===== src/rtl/loader_read_arbiter.sv =====
// Round-robin arbiter that shares one external read port among NUM_REQ loaders.
// Optional WAIT timeout is compiled in with macro LOADER_ARB_TIMEOUT_EN.
//
// state  | meaning
// IDLE   | no read in flight; picks the next pending requester
// ISSUE  | oMemReadReq high for one cycle with the granted address
// WAIT   | waiting for iMemReadDataValid (or timeout)
// RETURN | strobe oReqReadDataValid[grant], release the requester
module loader_read_arbiter #(
  parameter int NUM_REQ              = 2,
  parameter int INTERFACE_WIDTH      = 32,
  parameter int INTERFACE_ADDR_WIDTH = 32,
  parameter int TIMEOUT_CYCLES       = 255
) (
  input  logic                                    iClk,
  input  logic                                    iReset,
  input  logic [NUM_REQ-1:0]                      iReqReadReq,
  input  logic [NUM_REQ*INTERFACE_ADDR_WIDTH-1:0] iReqReadAddress,
  output logic [INTERFACE_WIDTH-1:0]              oReqReadData,
  output logic [NUM_REQ-1:0]                      oReqReadDataValid,
  output logic [NUM_REQ-1:0]                      oReqBusy,
  output logic                                    oMemReadReq,
  output logic [INTERFACE_ADDR_WIDTH-1:0]         oMemReadAddress,
  input  logic [INTERFACE_WIDTH-1:0]              iMemReadData,
  input  logic                                    iMemReadDataValid,
  output logic                                    oOverrun,
  output logic                                    oTimeout
);

  localparam int IdxW = $clog2(NUM_REQ);
  localparam int AW   = INTERFACE_ADDR_WIDTH;

  typedef enum logic [1:0] {IDLE, ISSUE, WAIT, RETURN} stateT;

  stateT                state;
  stateT                stateNext;
  logic [NUM_REQ-1:0]   pending;
  logic [AW-1:0]        pendAddr [NUM_REQ];
  logic [IdxW-1:0]      grant;
  logic [IdxW-1:0]      rrPtr;
  logic [IdxW-1:0]      nextGrant;
  logic [IdxW-1:0]      cand;
  logic                 found;
  logic                 anyPend;
  logic [NUM_REQ-1:0]   clrVec;
  logic                 loadGrant;
  logic                 dataLoad;
  logic [INTERFACE_WIDTH-1:0] dataNext;
  logic                 waitExpired;

  // Search starts one past the last served requester.
  always_comb begin
    nextGrant = '0;
    cand      = '0;
    found     = 1'b0;
    for (int k = 1; k <= NUM_REQ; k++) begin
      cand = IdxW'((int'(rrPtr) + k) % NUM_REQ);
      if (!found && pending[cand]) begin
        found     = 1'b1;
        nextGrant = cand;
      end
    end
  end

  assign anyPend           = |pending;
  assign clrVec            = (state == RETURN) ? (NUM_REQ'(1) << grant) : '0;
  assign oReqReadDataValid = clrVec;
  assign oReqBusy          = pending;
  assign oMemReadReq       = (state == ISSUE);

  always_ff @(posedge iClk) begin
    if (iReset) state <= IDLE;
    else        state <= stateNext;
  end

  always_comb begin
    stateNext = state;
    loadGrant = 1'b0;
    dataLoad  = 1'b0;
    dataNext  = iMemReadData;
    case (state)
      IDLE: begin
        if (anyPend) begin
          loadGrant = 1'b1;
          stateNext = ISSUE;
        end
      end
      ISSUE: stateNext = WAIT;
      WAIT: begin
        if (iMemReadDataValid) begin
          dataLoad  = 1'b1;
          stateNext = RETURN;
        end else if (waitExpired) begin
          dataLoad  = 1'b1;
          dataNext  = '0;
          stateNext = RETURN;
        end
      end
      RETURN:  stateNext = IDLE;
      default: stateNext = IDLE;
    endcase
  end

  always_ff @(posedge iClk) begin
    if (iReset) begin
      grant           <= '0;
      rrPtr           <= IdxW'(NUM_REQ - 1);
      oMemReadAddress <= '0;
      oReqReadData    <= '0;
    end else begin
      if (loadGrant) begin
        grant           <= nextGrant;
        oMemReadAddress <= pendAddr[nextGrant];
      end
      if (dataLoad) oReqReadData <= dataNext;
      if (state == RETURN) rrPtr <= grant;
    end
  end

  // A pulse arriving while its slot is being released starts a fresh request.
  always_ff @(posedge iClk) begin
    if (iReset) begin
      pending  <= '0;
      oOverrun <= 1'b0;
      for (int i = 0; i < NUM_REQ; i++) pendAddr[i] <= '0;
    end else begin
      for (int i = 0; i < NUM_REQ; i++) begin
        if (iReqReadReq[i] && (!pending[i] || clrVec[i])) begin
          pending[i]  <= 1'b1;
          pendAddr[i] <= iReqReadAddress[i*AW +: AW];
        end else if (clrVec[i]) begin
          pending[i] <= 1'b0;
        end
        if (iReqReadReq[i] && pending[i] && !clrVec[i]) oOverrun <= 1'b1;
      end
    end
  end

`ifdef LOADER_ARB_TIMEOUT_EN
  logic [15:0] waitCnt;
  logic        timeoutQ;

  assign waitExpired = (waitCnt == '0);
  assign oTimeout    = timeoutQ;

  always_ff @(posedge iClk) begin
    if (iReset) begin
      waitCnt  <= '0;
      timeoutQ <= 1'b0;
    end else begin
      if (state == ISSUE)
        waitCnt <= 16'(TIMEOUT_CYCLES - 1);
      else if (state == WAIT && waitCnt != '0)
        waitCnt <= waitCnt - 16'd1;
      if (state == WAIT && !iMemReadDataValid && waitExpired) timeoutQ <= 1'b1;
    end
  end
`else
  assign waitExpired = 1'b0;
  assign oTimeout    = 1'b0;
`endif

endmodule


===== config.mk =====
export PLATFORM = sky130hd
export DESIGN_NAME = loader_read_arbiter
export DESIGN_NICKNAME = d
export VERILOG_FILES = /design/src/rtl/loader_read_arbiter.sv
export SDC_FILE = /design/constraint.sdc
export NUM_CORES = 1
export LEC_CHECK = 0
export ABC_AREA = 1
export BUFFER_PORTS_ARGS = -buffer_cell sky130_fd_sc_hd__buf_2
export CAP_MARGIN = 20
export CORE_MARGIN = 5
export CORE_UTILIZATION = 51
export CTS_CLUSTER_DIAMETER = 50
export DETAILED_ROUTE_END_ITERATION = 8
export PLACE_DENSITY = 0.83
export SLEW_MARGIN = 10
export SYNTH_ARGS = -nofsm -noshare
export SYNTH_HDL_FRONTEND = slang
export SYNTH_SLANG_ARGS = --single-unit

===== constraint.sdc =====
create_clock -name iClk -period 2.35 [get_ports iClk]
set_input_delay 0.1175 -clock iClk [delete_from_list [all_inputs] [get_ports iClk]]
set_output_delay 0.1175 -clock iClk [all_outputs]
set_load 0.02 [all_outputs]

# After elaboration in Yosys (flattened, before gate mapping)
# Memory sizes are Yosys's and may differ from the RTL's. A register that Yosys moved wholly into a read port is not among the register bits.
# Cells that the tools add are included.
dict set report classes {
  n_reduce_logical 20
  n_eq_ne 5
  mux 31
  magnitude_cmp 2
  add_sub_neg 2
  n_shift 1
  bitwise 2
}
# op count
set op_table {}
lappend op_table {{$mux W32} 2}
lappend op_table {{$mux W1} 25}
lappend op_table {{$pmux W2 S4} 1}
lappend op_table {{$logic_and A1 B1 Y1} 7}
lappend op_table {{$mux W2} 3}
lappend op_table {{$reduce_bool A2 Y1} 3}
lappend op_table {{$logic_not A1 Y1} 5}
lappend op_table {{$eq A2 B2 Y1 const B} 2}
lappend op_table {{$lt A1 B2 Y1 const B} 2}
lappend op_table {{$ne A2 B2 Y1 const B} 2}
lappend op_table {{$add A1 B1 Y1 const B} 2}
lappend op_table {{$eq A2 B1 Y1 const B} 1}
lappend op_table {{$logic_not A2 Y1} 1}
lappend op_table {{$logic_or A1 B1 Y1} 2}
lappend op_table {{$or A1 B1 Y1} 2}
lappend op_table {{$reduce_and A2 Y1} 1}
lappend op_table {{$reduce_or A2 Y1} 1}
lappend op_table {{$shl A1 B1 Y2 const A} 1}
dict set report word_totals {
  regBits 39
  mem_count 1
  output_inout_bits 71
  ramBits 64
}
# memory depth word_bits rd rd_clocked_by_memory_dff write_ports line
set mem_list {}
lappend mem_list {pendAddr 2 32 1 1 2 38} ;# logic [AW-1:0] pendAddr [NUM_REQ];

# Depth between registers and ports, before layout
dict set report depth {
  ltp_word 8
  mapped_depth 8
  depth_no_buf 7
}

# Worst setup path after synthesis
# Ideal clock, no wire load.
dict set report synth_timing {
  path_kind {reg-to-reg}
  from {register state[1]}
  to {memory pendAddr[1][0] (netlist name) (enable)}
  period_less_slack_ns 2.199
  n_path_buf 2
  required_time_ns 1.961
  t_arrival_ns 1.809
  slack_ns 0.151
  stages_incl_launch_ff 8
  cell_sequence {dfxtp_1 > ha_1 > nand2_1 > nand2_1 > nand3_1 > buf_2 > buf_6 > nand2_1}
}
# element line
set synth_rtl {}
lappend synth_rtl {{start: declaration} 35} ;# stateT state;
lappend synth_rtl {{start signal: assignment} 73} ;# else state <= stateNext;
lappend synth_rtl {{end: declaration} 38}

==> impl_metrics.env <==
export IMPL_outcome="finished, final reports clean"
export IMPL_diodes=0
export IMPL_post_route_util=0.7574
export IMPL_intPower_w=0.005431
export IMPL_netlist_instances=673
export IMPL_numCtsBuffers=17
export IMPL_tns_ps=0
export IMPL_drive_gt1_frac=0.2300
export IMPL_p_comb_frac=0.264
export IMPL_drt_iter0_markers=502
export IMPL_drc=0
export IMPL_ctsHoldBuffers=101
export IMPL_port_buffers=170
export IMPL_ys_warn_count=0
export IMPL_ir_drop_mv=0.6365
export IMPL_min_period_over_period=0.8200
export IMPL_cts_setup_buffers=0
export IMPL_drt_pass1_iter_count=5
export IMPL_cts_tree="done"
export IMPL_cts_resized=0
export IMPL_crit_fanout=24
export IMPL_nNetsFinal=1040
export IMPL_hold_class="input port to flop"
export IMPL_synth_seq_cells=135
export IMPL_skew_ps=10.03
export IMPL_fp_dieH_um=115.4
export IMPL_slowest_stage="nand3_2"
export IMPL_worstMarginPinSlew_ps=961.2
export IMPL_synth_distinct_cells=22
export IMPL_grt_pass1_wl_um=26550
export IMPL_synth_area_um2=5670
export IMPL_yosysTopAreaCell="edfxtp_1"
export IMPL_crit_top_cell="nand2_1"
export IMPL_slew_headroom=0.3585
export IMPL_crit_arrival_ps=2270
export IMPL_final_common_cell="buf_2"
export IMPL_vias_per_cell=4.988
export IMPL_dieWidth_um=115.4
export IMPL_clock_sinks=135
export IMPL_switching_power_w=0.002599
export IMPL_path_delay_family="simple AND/OR/NAND/NOR gates"
export IMPL_finalPower_w=0.008029
export IMPL_critical_path_class="flop to flop"
export IMPL_synth_seq_area_share=0.5896
export IMPL_syn_to_final_growth_pct=45.43
export IMPL_synth_top_area_frac=0.3389
export IMPL_p_leak_nw=4.049
export IMPL_htree_num_levels=4
export IMPL_maxCapViolations=0
export IMPL_cp_end_kind="flop"
export IMPL_wl_per_cell_um=15.40
export IMPL_fp_coreArea_um2=10890
export IMPL_crit_chain="ha_1 > nand2_1 > nand2_1 > nand3_2 > buf_12 > a21oi_1"
export IMPL_clock_root_buffer="clkbuf_8"
export IMPL_start_util=0.5208
export IMPL_required_ps=2700
export IMPL_finalHoldViolCount=0
export IMPL_io_pins=172
export IMPL_final_area_um2=8247
export IMPL_clk_latency_ps=510
export IMPL_place_ws_ps=446.4
export IMPL_p_per_area_nw_per_um2=973.6
export IMPL_whs_path_depth=4
export IMPL_fin_crit_ps=1927
export IMPL_finalSetupViolCount=0
export IMPL_globalplace_congestion=0.8029
export IMPL_clockBufferDepth=2
export IMPL_switching_share=0.3236
export IMPL_dp_hpwl_um=9058
export IMPL_clockPowerShare=0.344
export IMPL_crit_buf_inv=1
export IMPL_place_area_um2=6616
export IMPL_grt_pass1_vias=5294
export IMPL_path_clk_slew_ps=60
export IMPL_syn_avg_cell_area_um2=8.426
export IMPL_grt_overflow=0
export IMPL_final_cell_mix="170 x buf_2, 161 x nor2_1, 108 x inv_1, 101 x dlygate4sd3_1, 78 x nand2_1"
export IMPL_antenna_found_initial=0
export IMPL_grt_setup_unrepaired="false"
export IMPL_grt_total_usage=0.2556
export IMPL_routed_wirelength_um=16750
export IMPL_seq_power_share=0.392
export IMPL_rows=38
export IMPL_max_clock_freq_ghz=0.5189
export IMPL_synthTopCellsByArea="edfxtp_1 34%, dfxtp_1 25%, nor2_1 11%"
export IMPL_ant_nets=0
export IMPL_grt_max_degree=65
export IMPL_vias=5427
export IMPL_slew_viol_final=0
export IMPL_crit_path_max_incr_delay_ps=440
export IMPL_fin_ws_ps=422.9
export IMPL_worst_r2r_path_depth=6
export IMPL_dieArea_um2=13330
export IMPL_cp_depth=6
export IMPL_worst_setup_path_start_kind="flop"
export IMPL_synth_nets=778
[sequential cells by signal, summed over array words and instances, names as in the netlist]
name	count
oReqReadData	32
pendAddr	64
grant	1
oMemReadAddress	32
rrPtr	1
state	2
oReqBusy	2
oOverrun	1
[through the flow]
step / std cells / hold slack, ps
after floorplan: 673 / 186.6
after global placement: 955 / 338.0
after detailed placement: 955 / 336.9
after CTS: 1088 / 368.6
after global routing: 1088 / 417.2
final: 1088 / 408.0
[synthesized netlist by cell type]
master and n:
nand3_1 5, inv_2 1, o211ai_1 1, nor2_1 161, a21oi_1 69, nand3b_1 1, edfxtp_1 64, nand2_1 78
buf_4 2, nor2_2 1, ha_1 4, nand3_2 1, inv_1 108, clkbuf_1 11, buf_6 5, buf_2 21
nor2_4 1, dfxtp_1 71, o21ai_0 59, o21ai_1 7, nand2_2 1, conb_1 1
[kinds of logic after synthesis]
kind of cell    after synthesis  synth area share
compound gates              136            0.1205
fa+ha+maj                     4          0.008826
buf+inv                     148            0.1105
flops                       135            0.5896
other cells                   1         0.0006613
simple gates                249            0.1699
[power by group through the flow]
stage | sequential, W | clock (W) | combinational, W
final | 0.00315 | 0.00276 | 0.00212
after global routing | 0.00320 | 0.00289 | 0.00233
after CTS | 0.00313 | 0.00278 | 0.00207
after detailed placement | 0.00318 | 0 | 0.00193
after global placement | 0.00316 | 0 | 0.00191
after floorplan | 0.00355 | 0 | 0.000903
[worst min-delay path, delay by kind of cell]
family	cells	cell delay, ps
buffers and inverters	2	610
and+or+nand+nor	1	70
AOI/OAI and AO/OA	1	70
[metal layers]
layer / vias up / GRT usage / routed length, um
met3: 28 / 0.06527 / 1730
met2: 290 / 0.4468 / 8378
met5: - / 0 / 0
met1: 2471 / 0.3098 / 6378
met4: 0 / 0.08216 / 264
li1: 2638 / - / -
[worst paths after layout]
kind                   startpoint         endpoint  slack, ps
setup / recovery         state[1]  pendAddr[1][23]        420
hold reg to reg   oReqReadData[8]  oReqReadData[8]        480
setup reg to reg         state[1]  pendAddr[1][23]        420
hold / removal    iMemReadData[8]  oReqReadData[8]        410
[layout make-up]
type / count / area, um2
Timing Repair Buffer: 282 / 1994
Tap cell: 140 / 175.2
Fill cell: 679 / 2641
Multi-Input combinational cell: 390 / 1705
Inverter: 109 / 409.1
Clock inverter: 12 / 162.7
Sequential cell: 135 / 3343
Clock buffer: 20 / 456.7
Note: power is estimated with default switching activity, not from simulation.
